[src/rtl/reg_write_arbiter_pkg.sv]
// reg_write_arbiter_pkg
// Shared definitions for the register-bench write arbiter: register address
// geometry, the link register index, default tuning parameters, the arbiter
// FSM state type and the write-request record driven onto the bench port.
package reg_write_arbiter_pkg;

  localparam int REG_ADDR_W = 5;
  localparam int NUM_REGS   = 32;
  localparam int DATA_W     = 32;

  localparam logic [REG_ADDR_W-1:0] LINK_REG = 5'd31;

  localparam int STARVE_LIMIT_DEFAULT    = 4;
  localparam int MAX_OUTSTANDING_DEFAULT = 2;

  typedef enum logic [1:0] {
    IDLE,
    WAIT,
    FORCE
  } arb_state_t;

  typedef struct packed {
    logic [REG_ADDR_W-1:0] rd;
    logic [DATA_W-1:0]     word;
    logic                  link;
    logic                  set;
    logic                  cond;
  } wr_req_t;

endpackage

[src/rtl/reg_write_arbiter_if.sv]
// reg_write_arbiter_if
// Bundles every request/response signal around the write arbiter.
//   WB side      : wb_valid, wb_rd, wb_word, wb_link, wb_set, wb_cond -> wb_stall
//   MCU issue    : mc_issue_valid, mc_issue_rd -> mc_issue_ready
//   MCU result   : mc_res_valid, mc_res_rd, mc_res_word -> mc_res_ready
//   Decode       : dec_rs1, dec_rs2, dec_rd -> dec_stall
//   Bench write  : enable_reg, Rd_back, word_back, link_back, set_back,
//                  condition_back
//   Status       : err_waw (sticky)
// master = the requesters and register bench, slave = the arbiter.
interface reg_write_arbiter_if;
  import reg_write_arbiter_pkg::*;

  logic                  wb_valid;
  logic [REG_ADDR_W-1:0] wb_rd;
  logic [DATA_W-1:0]     wb_word;
  logic                  wb_link;
  logic                  wb_set;
  logic                  wb_cond;
  logic                  wb_stall;

  logic                  mc_issue_valid;
  logic [REG_ADDR_W-1:0] mc_issue_rd;
  logic                  mc_issue_ready;

  logic                  mc_res_valid;
  logic [REG_ADDR_W-1:0] mc_res_rd;
  logic [DATA_W-1:0]     mc_res_word;
  logic                  mc_res_ready;

  logic [REG_ADDR_W-1:0] dec_rs1;
  logic [REG_ADDR_W-1:0] dec_rs2;
  logic [REG_ADDR_W-1:0] dec_rd;
  logic                  dec_stall;

  logic                  enable_reg;
  logic [REG_ADDR_W-1:0] Rd_back;
  logic [DATA_W-1:0]     word_back;
  logic                  link_back;
  logic                  set_back;
  logic                  condition_back;

  logic                  err_waw;

  modport master (
    output wb_valid, wb_rd, wb_word, wb_link, wb_set, wb_cond,
    output mc_issue_valid, mc_issue_rd,
    output mc_res_valid, mc_res_rd, mc_res_word,
    output dec_rs1, dec_rs2, dec_rd,
    input  wb_stall, mc_issue_ready, mc_res_ready, dec_stall,
    input  enable_reg, Rd_back, word_back, link_back, set_back, condition_back,
    input  err_waw
  );

  modport slave (
    input  wb_valid, wb_rd, wb_word, wb_link, wb_set, wb_cond,
    input  mc_issue_valid, mc_issue_rd,
    input  mc_res_valid, mc_res_rd, mc_res_word,
    input  dec_rs1, dec_rs2, dec_rd,
    output wb_stall, mc_issue_ready, mc_res_ready, dec_stall,
    output enable_reg, Rd_back, word_back, link_back, set_back, condition_back,
    output err_waw
  );

endinterface

[src/rtl/reg_write_arbiter_scoreboard.sv]
// reg_write_arbiter_scoreboard
// Tracks which registers are destinations of MCU ops still in flight and how
// many MCU ops are outstanding.
//   clk, reset              : clock, async active-high reset
//   issue_valid/issue_rd    : decode wants to issue an MCU op
//   issue_ready             : fewer than MAX_OUTSTANDING ops in flight
//   retire/retire_rd        : an MCU result is written back this cycle
//   look_rs1/rs2/rd         : decode operands to test against pending bits
//   look_hit                : a nonzero operand is pending
//   pending                 : raw pending bit vector (bit 0 never set)
module reg_write_arbiter_scoreboard
  import reg_write_arbiter_pkg::*;
#(
  parameter int MAX_OUTSTANDING = MAX_OUTSTANDING_DEFAULT
) (
  input  logic                  clk,
  input  logic                  reset,
  input  logic                  issue_valid,
  input  logic [REG_ADDR_W-1:0] issue_rd,
  output logic                  issue_ready,
  input  logic                  retire,
  input  logic [REG_ADDR_W-1:0] retire_rd,
  input  logic [REG_ADDR_W-1:0] look_rs1,
  input  logic [REG_ADDR_W-1:0] look_rs2,
  input  logic [REG_ADDR_W-1:0] look_rd,
  output logic                  look_hit,
  output logic [NUM_REGS-1:0]   pending
);

  localparam int OUT_W = $clog2(MAX_OUTSTANDING + 1);

  logic [OUT_W-1:0]    outstanding;
  logic                issue_fire;
  logic [NUM_REGS-1:0] set_mask;
  logic [NUM_REGS-1:0] clr_mask;

  assign issue_ready = (outstanding < OUT_W'(MAX_OUTSTANDING));
  assign issue_fire  = issue_valid && issue_ready;

  // r0 is never tracked; an op writing r0 still counts as outstanding.
  always_comb begin
    set_mask = '0;
    clr_mask = '0;
    if (issue_fire && (issue_rd != '0)) set_mask[issue_rd] = 1'b1;
    if (retire) clr_mask[retire_rd] = 1'b1;
  end

  // Set is OR'd in after the clear so a same-register issue wins over retire.
  always_ff @(posedge clk or posedge reset) begin
    if (reset) pending <= '0;
    else       pending <= (pending & ~clr_mask) | set_mask;
  end

  always_ff @(posedge clk or posedge reset) begin
    if (reset) begin
      outstanding <= '0;
    end else begin
      case ({issue_fire, retire})
        2'b10:   outstanding <= outstanding + OUT_W'(1);
        2'b01:   if (outstanding != '0) outstanding <= outstanding - OUT_W'(1);
        default: outstanding <= outstanding;
      endcase
    end
  end

  assign look_hit = ((look_rs1 != '0) && pending[look_rs1]) ||
                    ((look_rs2 != '0) && pending[look_rs2]) ||
                    ((look_rd  != '0) && pending[look_rd]);

endmodule

[src/rtl/reg_write_arbiter.sv]
// reg_write_arbiter
// Owns the single write port of the 32-entry register bench and shares it
// between the WB stage and the multi-cycle unit. WB normally wins; an MCU
// result that has been blocked STARVE_LIMIT cycles is force-granted next.
// Also drives the decode hazard stall from the MCU destination scoreboard
// and flags WB writes to registers an MCU op still owns.
//   clk, reset : clock, async active-high reset
//   bus        : reg_write_arbiter_if.slave (all request/response signals)
module reg_write_arbiter
  import reg_write_arbiter_pkg::*;
#(
  parameter int STARVE_LIMIT    = STARVE_LIMIT_DEFAULT,
  parameter int MAX_OUTSTANDING = MAX_OUTSTANDING_DEFAULT
) (
  input  logic                 clk,
  input  logic                 reset,
  reg_write_arbiter_if.slave   bus
);

  localparam int CNT_W = $clog2(STARVE_LIMIT + 1);

  arb_state_t          state;
  arb_state_t          state_next;
  logic [CNT_W-1:0]    starve_cnt;
  logic [CNT_W-1:0]    starve_cnt_next;
  logic [CNT_W-1:0]    starve_cnt_inc;

  logic                wb_grant;
  logic                mc_grant;
  logic                mc_write;
  logic                waw_hit;
  logic                err_waw_q;
  logic                issue_ready;
  logic                dec_hit;
  logic [NUM_REGS-1:0] pending;
  wr_req_t             wr;

  // In FORCE the MCU result takes the port whatever WB wants; otherwise WB
  // has priority and the MCU only gets an otherwise idle port.
  assign mc_grant = bus.mc_res_valid && ((state == FORCE) || !bus.wb_valid);
  assign wb_grant = bus.wb_valid && !mc_grant;
  // An MCU result for r0 is consumed but never reaches the bench.
  assign mc_write = mc_grant && (bus.mc_res_rd != '0);

  assign starve_cnt_inc = starve_cnt + CNT_W'(1);

  reg_write_arbiter_scoreboard #(
    .MAX_OUTSTANDING (MAX_OUTSTANDING)
  ) u_scoreboard (
    .clk         (clk),
    .reset       (reset),
    .issue_valid (bus.mc_issue_valid),
    .issue_rd    (bus.mc_issue_rd),
    .issue_ready (issue_ready),
    .retire      (mc_grant),
    .retire_rd   (bus.mc_res_rd),
    .look_rs1    (bus.dec_rs1),
    .look_rs2    (bus.dec_rs2),
    .look_rd     (bus.dec_rd),
    .look_hit    (dec_hit),
    .pending     (pending)
  );

  assign bus.mc_issue_ready = issue_ready;

  // State register and starvation counter.
  always_ff @(posedge clk or posedge reset) begin
    if (reset) begin
      state      <= IDLE;
      starve_cnt <= '0;
    end else begin
      state      <= state_next;
      starve_cnt <= starve_cnt_next;
    end
  end

  // Every cycle the MCU result loses to WB counts toward starvation, including
  // the first one seen from IDLE. Anything else (MCU granted, nothing pending,
  // or the result illegally withdrawn) returns to IDLE with the count cleared.
  always_comb begin
    state_next      = IDLE;
    starve_cnt_next = '0;
    case (state)
      IDLE, WAIT: begin
        if (bus.wb_valid && bus.mc_res_valid) begin
          starve_cnt_next = starve_cnt_inc;
          state_next      = (starve_cnt_inc == CNT_W'(STARVE_LIMIT)) ? FORCE : WAIT;
        end
      end
      FORCE:   state_next = IDLE;
      default: state_next = IDLE;
    endcase
  end

  // Bench write port and handshake outputs, combinational from state+requests.
  always_comb begin
    wr = '0;
    if (wb_grant) begin
      wr.rd   = bus.wb_link ? LINK_REG : bus.wb_rd;
      wr.word = bus.wb_word;
      wr.link = bus.wb_link;
      wr.set  = bus.wb_set;
      wr.cond = bus.wb_cond;
    end else if (mc_write) begin
      wr.rd   = bus.mc_res_rd;
      wr.word = bus.mc_res_word;
    end

    bus.enable_reg     = wb_grant || mc_write;
    bus.Rd_back        = wr.rd;
    bus.word_back      = wr.word;
    bus.link_back      = wr.link;
    bus.set_back       = wr.set;
    bus.condition_back = wr.cond;
    bus.wb_stall       = bus.wb_valid && !wb_grant;
    bus.mc_res_ready   = mc_grant;
    bus.dec_stall      = dec_hit || (bus.mc_issue_valid && !issue_ready);
  end

  // A link write lands in r31 regardless of wb_rd, so both targets are checked.
  assign waw_hit = wb_grant &&
                   (((bus.wb_rd != '0) && pending[bus.wb_rd]) ||
                    (bus.wb_link && pending[LINK_REG]));

  always_ff @(posedge clk or posedge reset) begin
    if (reset)        err_waw_q <= 1'b0;
    else if (waw_hit) err_waw_q <= 1'b1;
  end

  assign bus.err_waw = err_waw_q;

endmodule

[src/flat_wrapper.sv]
// flat-port wrapper written by rule: the top's interface ports become plain ports
module reg_write_arbiter_flat import reg_write_arbiter_pkg::*;
#(
  parameter int STARVE_LIMIT    = STARVE_LIMIT_DEFAULT,
  parameter int MAX_OUTSTANDING = MAX_OUTSTANDING_DEFAULT
)
  (clk, reset, bus_wb_valid, bus_wb_rd, bus_wb_word, bus_wb_link, bus_wb_set, bus_wb_cond, bus_mc_issue_valid, bus_mc_issue_rd, bus_mc_res_valid, bus_mc_res_rd, bus_mc_res_word, bus_dec_rs1, bus_dec_rs2, bus_dec_rd, bus_wb_stall, bus_mc_issue_ready, bus_mc_res_ready, bus_dec_stall, bus_enable_reg, bus_Rd_back, bus_word_back, bus_link_back, bus_set_back, bus_condition_back, bus_err_waw);
  reg_write_arbiter_if bus_i ();
  input  logic clk;
  input  logic reset;
  input wire logic [$bits(bus_i.wb_valid)-1:0] bus_wb_valid;
  input wire logic [$bits(bus_i.wb_rd)-1:0] bus_wb_rd;
  input wire logic [$bits(bus_i.wb_word)-1:0] bus_wb_word;
  input wire logic [$bits(bus_i.wb_link)-1:0] bus_wb_link;
  input wire logic [$bits(bus_i.wb_set)-1:0] bus_wb_set;
  input wire logic [$bits(bus_i.wb_cond)-1:0] bus_wb_cond;
  input wire logic [$bits(bus_i.mc_issue_valid)-1:0] bus_mc_issue_valid;
  input wire logic [$bits(bus_i.mc_issue_rd)-1:0] bus_mc_issue_rd;
  input wire logic [$bits(bus_i.mc_res_valid)-1:0] bus_mc_res_valid;
  input wire logic [$bits(bus_i.mc_res_rd)-1:0] bus_mc_res_rd;
  input wire logic [$bits(bus_i.mc_res_word)-1:0] bus_mc_res_word;
  input wire logic [$bits(bus_i.dec_rs1)-1:0] bus_dec_rs1;
  input wire logic [$bits(bus_i.dec_rs2)-1:0] bus_dec_rs2;
  input wire logic [$bits(bus_i.dec_rd)-1:0] bus_dec_rd;
  output wire logic [$bits(bus_i.wb_stall)-1:0] bus_wb_stall;
  output wire logic [$bits(bus_i.mc_issue_ready)-1:0] bus_mc_issue_ready;
  output wire logic [$bits(bus_i.mc_res_ready)-1:0] bus_mc_res_ready;
  output wire logic [$bits(bus_i.dec_stall)-1:0] bus_dec_stall;
  output wire logic [$bits(bus_i.enable_reg)-1:0] bus_enable_reg;
  output wire logic [$bits(bus_i.Rd_back)-1:0] bus_Rd_back;
  output wire logic [$bits(bus_i.word_back)-1:0] bus_word_back;
  output wire logic [$bits(bus_i.link_back)-1:0] bus_link_back;
  output wire logic [$bits(bus_i.set_back)-1:0] bus_set_back;
  output wire logic [$bits(bus_i.condition_back)-1:0] bus_condition_back;
  output wire logic [$bits(bus_i.err_waw)-1:0] bus_err_waw;
  assign bus_i.wb_valid = bus_wb_valid;
  assign bus_i.wb_rd = bus_wb_rd;
  assign bus_i.wb_word = bus_wb_word;
  assign bus_i.wb_link = bus_wb_link;
  assign bus_i.wb_set = bus_wb_set;
  assign bus_i.wb_cond = bus_wb_cond;
  assign bus_i.mc_issue_valid = bus_mc_issue_valid;
  assign bus_i.mc_issue_rd = bus_mc_issue_rd;
  assign bus_i.mc_res_valid = bus_mc_res_valid;
  assign bus_i.mc_res_rd = bus_mc_res_rd;
  assign bus_i.mc_res_word = bus_mc_res_word;
  assign bus_i.dec_rs1 = bus_dec_rs1;
  assign bus_i.dec_rs2 = bus_dec_rs2;
  assign bus_i.dec_rd = bus_dec_rd;
  assign bus_wb_stall = bus_i.wb_stall;
  assign bus_mc_issue_ready = bus_i.mc_issue_ready;
  assign bus_mc_res_ready = bus_i.mc_res_ready;
  assign bus_dec_stall = bus_i.dec_stall;
  assign bus_enable_reg = bus_i.enable_reg;
  assign bus_Rd_back = bus_i.Rd_back;
  assign bus_word_back = bus_i.word_back;
  assign bus_link_back = bus_i.link_back;
  assign bus_set_back = bus_i.set_back;
  assign bus_condition_back = bus_i.condition_back;
  assign bus_err_waw = bus_i.err_waw;
  reg_write_arbiter #(.STARVE_LIMIT(STARVE_LIMIT), .MAX_OUTSTANDING(MAX_OUTSTANDING)) u_core (.clk(clk), .reset(reset), .bus(bus_i));
endmodule
[config.mk]
export PLATFORM = sky130hd
export DESIGN_NAME = reg_write_arbiter_flat
export DESIGN_NICKNAME = d
export VERILOG_FILES = /design/src/rtl/reg_write_arbiter_pkg.sv /design/src/rtl/reg_write_arbiter_if.sv /design/src/rtl/reg_write_arbiter_scoreboard.sv /design/src/rtl/reg_write_arbiter.sv /design/src/flat_wrapper.sv
export SDC_FILE = /design/constraint.sdc
export NUM_CORES = 1
export LEC_CHECK = 0
export BUFFER_PORTS_ARGS = -buffer_cell sky130_fd_sc_hd__buf_2
export CORE_MARGIN = 10
export CORE_UTILIZATION = 51
export DETAILED_ROUTE_END_ITERATION = 12
export MAX_ROUTING_LAYER = met4
export PLACE_DENSITY_LB_ADDON = 0.05
export SLEW_MARGIN = 40
export SYNTH_ARGS = -nofsm -noshare
export SYNTH_HDL_FRONTEND = slang
export SYNTH_SLANG_ARGS = --single-unit
[constraint.sdc]
create_clock -name clk -period 3.73 [get_ports clk]
set_input_delay 0.746 -clock clk [delete_from_list [all_inputs] [get_ports clk]]
set_output_delay 0.746 -clock clk [all_outputs]
set_load 0.01 [all_outputs]
# --- After elaboration in Yosys (flattened, before gate mapping) ---
# Index checks and enable logic that the tools add are counted.
totals:
  reg_bits: 40
  inputBits: 102
  elab_cells: 88
op_classes:
  addsub: 3
  magnitude_cmp: 9
  eq_ne: 6
  n_mux: 25
  n_bitwise: 3
  reduce_logical: 37
op_table:
  columns: ["cell", "n"]
  rows:
  - ["$mux W37", 2]
  - ["$mux W32", 2]
  - ["$lt A5 B6 Y1 const B", 6]
  - ["$and A32 B32 Y32", 1]
  - ["$not A32 Y32", 1]
  - ["$or A32 B32 Y32", 1]
  - ["$reduce_bool A5 Y1", 6]
  - ["$bmux W1 S5", 4]
  - ["$logic_and A1 B1 Y1", 16]
  - ["$demux W1 S5", 2]
  - ["$ge A5 B1 Y1 const B", 2]
  - ["$mux W3", 3]
  - ["$mux W2", 4]
  - ["$logic_or A1 B1 Y1", 6]
  - ["$mux W1", 6]
  - ["$mux W5", 1]
  - ["$eq A2 B1 Y1 const B", 2]
  - ["$eq A2 B2 Y1 const B", 2]
  - ["$logic_not A1 Y1", 4]
  - ["$pmux W2 S2", 1]
  - ["$reduce_bool A2 Y1", 2]
  - ["$add A3 B1 Y3 const B", 1]
  - ["$eq A3 B3 Y1 const B", 1]
  - ["$add A2 B1 Y2 const B", 1]
  - ["6 further kinds", 6]

# --- Logic depth before layout (Yosys ltp) ---
# Gate-level depths: netlist (run 1).
depth:
  depth_word: 8
  mapped_depth: 7
  depth_no_buf: 6

# --- Hierarchy ---
# From an unflattened synthesis (run 1), not the netlist that was laid out.
hier_totals:
  hier_cells: 340
  hier_area_um2: 3263.1
by_module_without_submodules:
  columns: ["mod", "n_inst", "cells_per_inst", "area_per_inst_um2", "seq_area_each_um2"]
  rows:
  - ["reg_write_arbiter_scoreboard", 1, 215, 2258.4, 850.8]
  - ["reg_write_arbiter", 1, 125, 1004.7, 150.1]

# --- Worst setup path after synthesis (run 1) ---
# No wires, ideal clock.
synth_path:
  path_kind: "input -> output"
  start: "in bus_dec_rd[0]"
  end: "out bus_dec_stall"
  arrival_time_ns: 2.066
  setup_slack_ns: 0.918
  path_stages: 6
  cell_sequence: "buf_2 -> mux4_2 -> nor2b_1 -> nor4b_1 -> nor4_1 -> nand4_1"
synth_between:
  elab_chain_len: 5
synth_rtl:
  columns: ["element", "line", "source"]
  rows:
  - ["start, declared", "flat_wrapper.sv:24", "input wire logic [$bits(bus_i.dec_rd)-1:0] bus_dec_rd;"]
  - ["$bmux W1 S5", "reg_write_arbiter_scoreboard.sv:68", "((look_rd != '0) && pending[look_rd]);"]
  - ["$mux W1 (implied by the code)", "reg_write_arbiter_scoreboard.sv:68", null]
  - ["$logic_and A1 B1 Y1 *", "reg_write_arbiter_scoreboard.sv:68", null]
  - ["$logic_or A1 B1 Y1 *", "reg_write_arbiter_scoreboard.sv:67", "((look_rs2 != '0) && pending[look_rs2]) ||"]
  - ["$logic_or A1 B1 Y1 *", "reg_write_arbiter.sv:117", "bus.dec_stall = dec_hit || (bus.mc_issue_valid && !issue_ready);"]
  - ["end, declared", "flat_wrapper.sv:28", "output wire logic [$bits(bus_i.dec_stall)-1:0] bus_dec_stall;"]
# Mark *: on every way between the ends. The rest lies on a longest branch, timed or not. The select of a mux whose other input is x is not followed.

# --- Worst setup path after layout (run 1) ---
layout_path:
  start: "in bus_dec_rs1[0]"
  end: "out bus_dec_stall"
layout_between:
  elab_chain_len: 6
layout_rtl:
  columns: ["element", "line", "source"]
  rows:
  - ["start, declared", "flat_wrapper.sv:22", "input wire logic [$bits(bus_i.dec_rs1)-1:0] bus_dec_rs1;"]
  - ["$bmux W1 S5", "reg_write_arbiter_scoreboard.sv:66", "assign look_hit = ((look_rs1 != '0) && pending[look_rs1]) ||"]
  - ["$mux W1 (implied by the code)", "reg_write_arbiter_scoreboard.sv:66", null]
  - ["$logic_and A1 B1 Y1 *", "reg_write_arbiter_scoreboard.sv:66", null]
  - ["$logic_or A1 B1 Y1 *", "reg_write_arbiter_scoreboard.sv:66", null]
  - ["$logic_or A1 B1 Y1 *", "reg_write_arbiter_scoreboard.sv:67", null]
  - ["$logic_or A1 B1 Y1 *", "reg_write_arbiter.sv:117", null]
# Marks and branches as above.

==> results_dict.tcl, run 1 <==
set metrics [dict create \
    cts_buffer_depth 2 \
    routedWlPerCell_um 21.96 \
    synth_area_leaders "dfrtp_1, mux4_2, o21ai_0" \
    routed_wl_um 11790 \
    setup_tns_ns 0 \
    cts-root-buf "clkbuf_8" \
    status "complete, no violations" \
    drt_iter0_drc 214 \
    clock_latency_ns 0.30 \
    min-delay-start "u_core.starve_cnt[0]$_DFF_PP0_" \
    core_area_mm2 0.006026 \
    postCtsSetupRepairBufs 0 \
    die_w_um 99.25 \
    rows 28 \
    holdPathEnd "u_core.starve_cnt[0]$_DFF_PP0_" \
    htreeDepth 2 \
    setup_viol 0 \
    dr.pass1.iters 4 \
    ys.flop_type "dfrtp_1" \
    cp-end-kind "output pin" \
    crit_arrival_ns 2.28 \
    finalNetCount 566 \
    cp-start-kind "input pin" \
    port_buffers 147 \
    ctsHoldBuffers 0 \
    start_util_pct 53.16 \
    grt_pass1_vias 3346 \
    multi_input_area_mm2 0.002077 \
    r2r-end "u_core.u_scoreboard.pending[12]$_DFF_PP0_" \
    hold_violations 0 \
    drc 0 \
    gp_congestion 0.9210 \
    hold-path-cell-count 1 \
    grt_remaining_overflow 0 \
    slew_violations 0 \
    drtAntennaViolNets 0 \
    via_count 3355 \
    critPathRequiredTime_ns 2.98 \
    syn_inst 331 \
    grt_antenna_before_repair 0 \
    synth.distinct_cells 39 \
    seqCellArea_um2 975.9 \
    syn_nets 435 \
    rrSetupSlack_ns 1.83 \
    drt-vias-per-instance 6.248 \
    slew_headroom_pct 66.82 \
    finish.utilization_pct 67.13 \
    fin_skew_ns 0.004550 \
    r2r_cells 6 \
    dp_hpwl_um 9460 \
    power_leakage_nw 1.893 \
    pwr_density_cell_mw_per_mm2 459.9 \
    fmax_ghz 0.3307 \
    yosysTopAreaCellShare_pct 30.47 \
    cts.clk_slew.worst_paths_ns 0.07 \
    io-pin-count 148 \
    crit_fanout 7 \
    track_usage_pct 23.53 \
    synthesis.area_mm2 0.003203 \
    post_cts_resized 0 \
    maxCapViolCount 0 \
    numCtsBuffers 5 \
    hold_path_class "flip-flop to flip-flop" \
    tightest_slew_ns 0.4967 \
    ys_seq_elements 39 \
    avgSynthCellArea_um2 9.677 \
    reg2reg_from "u_core.state[0]$_DFF_PP0_" \
    rsz0062_at_grt "false" \
    fin_crit_ns 3.024 \
    fin_crit_sh_pct 81.07 \
    synth_edf_count 0 \
    synth_top_area_cell "dfrtp_1" \
    ys_seq_area_share_pct 30.47 \
    tritoncts "yes" \
    drive_gt1_share_pct 42.64 \
    async_reset_ff_share_pct 100.0 \
    critPathKind "input pin to output pin" \
    chipHeight_um 99.25 \
    grt_pass1_wl_um 18240 \
    grt_max_degree 40 \
    die_area_mm2 0.009851 \
    fillers 503 \
    cts.sink_count 39 \
    n_antenna_cell 0 \
    ir_drop_uv 404.4 \
    area_growth_pct 26.29 \
    yosys_warnings 0 \
]
-- synth_stat cells (all sizes together), types with 2 or more instances --
cell / count
and3: 3
nor3b: 4
clkbuf: 16
nor4: 2
nand4b: 2
buf: 11
mux2i: 11
nand2b: 7
dfrtp: 39
ha: 2
inv: 7
nand4: 3
o211ai: 3
mux4: 28
and2: 3
nor2b: 5
nor3: 2
a22o: 32
mux2: 3
nand2: 20
nor4b: 2
nand3b: 5
or3: 6
nor2: 13
or2: 4
o21ai: 76
a21oi: 8
nand3: 6
-- state kept, by name, summed over array words and instances (netlist names) --
register                         cells
u_core.u_scoreboard.pending         31
u_core.u_scoreboard.outstanding      2
u_core.bus.err_waw                   1
u_core.state                         2
u_core.starve_cnt                    3
-- how the worst max path moves through the flow --
| stage | depth (start not counted) | start | endpoint |
|---|---|---|---|
| final | 7 | bus_dec_rs1[0] | bus_dec_stall |
| after floorplan | 6 | bus_dec_rd[0] | bus_dec_stall |
| after global routing | 7 | bus_dec_rd[0] | bus_dec_stall |
| after detailed placement | 7 | bus_dec_rd[0] | bus_dec_stall |
| after global placement | 7 | bus_dec_rs1[0] | bus_dec_stall |
| after CTS | 7 | bus_dec_rs1[0] | bus_dec_stall |
-- worst max-delay path: stages --
cell and delay [ns]:
buf_2 0.22, mux4_2 0.52, o211ai_1 0.17, a21oi_1 0.06
nor4_1 0.29, nand4_1 0.12, buf_2 0.15
-- cell type report --
cell class,count,share of cell area [%]
inverters,7,0.6496
clock inverters,2,0.9279
clock buffers,5,1.701
multi-input cells,258,51.35
repair buffers,151,18.93
well taps,75,2.320
flip-flops and latches,39,24.13
-- power by group --
part / total [mW] / switching [mW] / internal, mW
registers: 0.807 / 0.243 / 0.564
clock network: 0.342 / 0.147 / 0.195
logic: 0.711 / 0.307 / 0.404
total: 1.86 / 0.697 / 1.16
-- cells by family (layout without fill, tap and decap cells) --
logic type	Yosys count	after routing	share of synthesized area (%)
AO/OA/AOI/OAI	124	124	23.98
flip-flops	39	39	30.47
buffers and inverters	34	165	4.805
multiplexers	42	42	24.18
adder cells (fa/ha/maj)	2	2	0.7811
XOR/XNOR	1	1	0.2735
AND/OR/NAND/NOR	89	89	15.51
-- per-stage QoR --
step / setup slack, ns / power, mW / std cells / cell area, µm² / hold slack [ns]
CTS: 0.6754 / 1.849 / 537 / 4045 / 0.4410
global placement: 0.7302 / 1.491 / 530 / 3939 / 0.4254
global route: 0.5648 / 1.973 / 537 / 4045 / 0.4546
finish: 0.7060 / 1.860 / 537 / 4045 / 0.4367
floorplan: 0.9181 / 1.207 / 331 / 3203 / 0.4075
detailed placement: 0.6805 / 1.511 / 530 / 3939 / 0.4311
-- placed cells by master, fill, tap and decap left out, types with 7 or more instances in the layout --
cell type  synthesis  final
mux2i_1           11     11
a22o_1            32     32
inv_1              7      7
nand2_1           20     20
mux4_2            28     28
dfrtp_1           39     39
nand2b_1           7      7
o21ai_0           74     74
nor2_1            13     13
buf_2              9    147
a21oi_1            8      7
-- metal layers --
metal | GRT usage, % | up-vias | wire [µm]
met2 | 38.68 | 171 | 5924
met4 | 5.954 | 0 | 213
li1 | - | 1544 | -
met1 | 28.57 | 1618 | 4622
met5 | - | - | 0
met3 | 5.398 | 22 | 1029
Power figures use the tool's default switching activity.
==> run 2: changes to the inputs <==
CORE_UTILIZATION = 43   (was 51)
clock period = 2.6 ns   (was 3.73 ns; I/O delays follow)
==> run 2 against run 1 <==
Sequential power rose by 43%. Largest power group unchanged. Critical endpoint unchanged. Sequential cell count did not move. Largest cell class unchanged. Sequential share of layout area fell by 0.56 points. Via count fell by 0.51%. Die area rose by 15%.
==> results_dict.tcl, run 2 (synthesis results as in run 1) <==
set metrics [dict create \
    status "complete, no violations" \
    finish.utilization_pct 57.25 \
    crit_chain "mux4_2, o211ai_1, a21oi_1, nor4_1, nand4_1, buf_2" \
    tritoncts "yes" \
    routedWlPerCell_um 21.54 \
    crit_arrival_ns 2.02 \
    finalNetCount 572 \
    pwr_density_cell_mw_per_mm2 653.5 \
    io-pin-count 148 \
    tightest_slew_ns 0.4986 \
    hold_path_class "input pin to asynchronous set/reset pin" \
    numCtsBuffers 5 \
    pwr-share-seq_pct 42.5 \
    slew_violations 0 \
    drtAntennaViolNets 0 \
    cp-end-kind "output pin" \
    critPathRequiredTime_ns 2.08 \
    fmax_ghz 0.3932 \
    p_comb_share_pct 37.8 \
    drc 0 \
    gp_congestion 0.9420 \
    postCtsSetupRepairBufs 0 \
    setup_viol 0 \
    cts-root-buf "clkbuf_8" \
    cts.clk_slew.worst_paths_ns 0.08 \
    rows 31 \
    grt_max_degree 40 \
    layout_common_cells "buf_2, o21ai_0, dfrtp_1, a22o_1, mux4_2" \
    start_util_pct 44.16 \
    finalPower_mw 2.714 \
    cp-start-kind "flip-flop" \
    slowest_stage "mux4_2" \
    swShare_pct 36.80 \
    reg_top3 "u_core.u_scoreboard.pending (31), u_core.starve_cnt (3)" \
    path_delay_family "multiplexers" \
    area_growth_pct 29.65 \
    track_usage_pct 21.56 \
    crit_fanout 5 \
    via_count 3338 \
    grt_pass1_wl_um 19140 \
    ir_drop_uv 402.4 \
    fin_crit_sh_pct 97.83 \
    power_leakage_nw 1.935 \
    maxCapViolCount 0 \
    fin_crit_ns 2.543 \
    setup_tns_ns 0 \
    hold_violations 0 \
    dp_hpwl_um 10010 \
    htreeDepth 2 \
    grt_remaining_overflow 0 \
    cts_buffer_depth 2 \
    grt_pass1_vias 3366 \
    cts.sink_count 39 \
    chipHeight_um 106.3 \
    largest-register "u_core.u_scoreboard.pending" \
    routed_wl_um 12240 \
    core_area_mm2 0.007253 \
    drive_gt1_share_pct 43.92 \
    dr.pass1.iters 4 \
    path_buf_inv 1 \
    mostFrequentLayoutCell "buf_2" \
    slew_headroom_pct 66.76 \
    largest_reg_flops 31 \
    rsz0062_at_grt "true" \
    drt-vias-per-instance 5.877 \
    clock_latency_ns 0.29 \
    die_area_mm2 0.01130 \
    switchingPower_mw 0.9987 \
    slowest_delay_ns 0.47 \
    grt_antenna_before_repair 0 \
    fin_skew_ns 0.01016 \
    n_antenna_cell 0 \
    rrSetupSlack_ns 0.58 \
    clock_power_share_pct 19.7 \
    die_w_um 106.3 \
    critPathKind "flip-flop to output pin" \
    port_buffers 147 \
    drt_iter0_drc 212 \
    intPower_mw 1.715 \
]
-- run 2: area by class of cell --
| class | instances | area, µm² |
|---|---|---|
| Tap cell | 99 | 123.9 |
| Timing Repair Buffer | 157 | 825.8 |
| Clock inverter | 2 | 38.79 |
| Sequential cell | 39 | 978.4 |
| Clock buffer | 6 | 82.58 |
| Multi-Input combinational cell | 258 | 2077 |
| Inverter | 7 | 26.28 |
| Fill cell | 680 | 3100 |
-- run 2: per-layer routing --
| metal | part of all wire (%) | track usage (%) |
|---|---|---|
| met1 | 41 | 26.75 |
| met2 | 50 | 35.47 |
| met5 | 0 | - |
| met4 | 1.3 | 4.932 |
| met3 | 7.2 | 4.408 |
-- run 2: final timing paths --
path,from,end,depth (start not counted)
worst max-delay path,u_core.u_scoreboard.pending[29]$_DFF_PP0_,bus_dec_stall,6
worst min-delay path,reset,u_core.u_scoreboard.pending[17]$_DFF_PP0_,3
worst max register to register,u_core.state[0]$_DFF_PP0_,u_core.u_scoreboard.pending[28]$_DFF_PP0_,7
worst min register to register,u_core.starve_cnt[0]$_DFF_PP0_,u_core.starve_cnt[0]$_DFF_PP0_,1
max in group asynchronous,reset,u_core.u_scoreboard.pending[28]$_DFF_PP0_,3
min in group clk,u_core.starve_cnt[0]$_DFF_PP0_,u_core.starve_cnt[0]$_DFF_PP0_,1
-- run 2: worst register-to-register path: stages (launching register included) --
cell and delay [ns]:
dfrtp_1 0.36, nand2b_1 0.15, a21bo_2 0.28, buf_4 0.17
inv_1 0.31, nand3_1 0.28, o21ai_0 0.25, o21ai_0 0.11
-- run 2: stage by stage --
stage	instances	hold WS [ns]	instance area, µm²	setup slack (ns)
2_1_floorplan	331	0.4075	3203	0.2401
5_1_grt	568	0.3845	4153	-0.09360
3_3_place_gp	560	0.4203	4026	0.07621
4_1_cts	568	0.3486	4148	0.03768
6_report	568	0.3382	4153	0.05650
3_5_place_dp	560	0.4247	4026	0.03811
-- run 2: power groups by stage --
stage	logic [mW]	registers (mW)	clock network [mW]
global placement	1.02	1.13	0
global route	1.14	1.18	0.568
floorplan	0.755	0.976	0
detailed placement	1.03	1.14	0
finish	1.03	1.15	0.536
CTS	1.03	1.13	0.544
-- run 2: timing repair --
action / 4_1_cts / 5_1_grt
gates resized for setup: 0 / 4
hold buffers: 0 / 0
endpoints found under the setup margin: 0 / 1
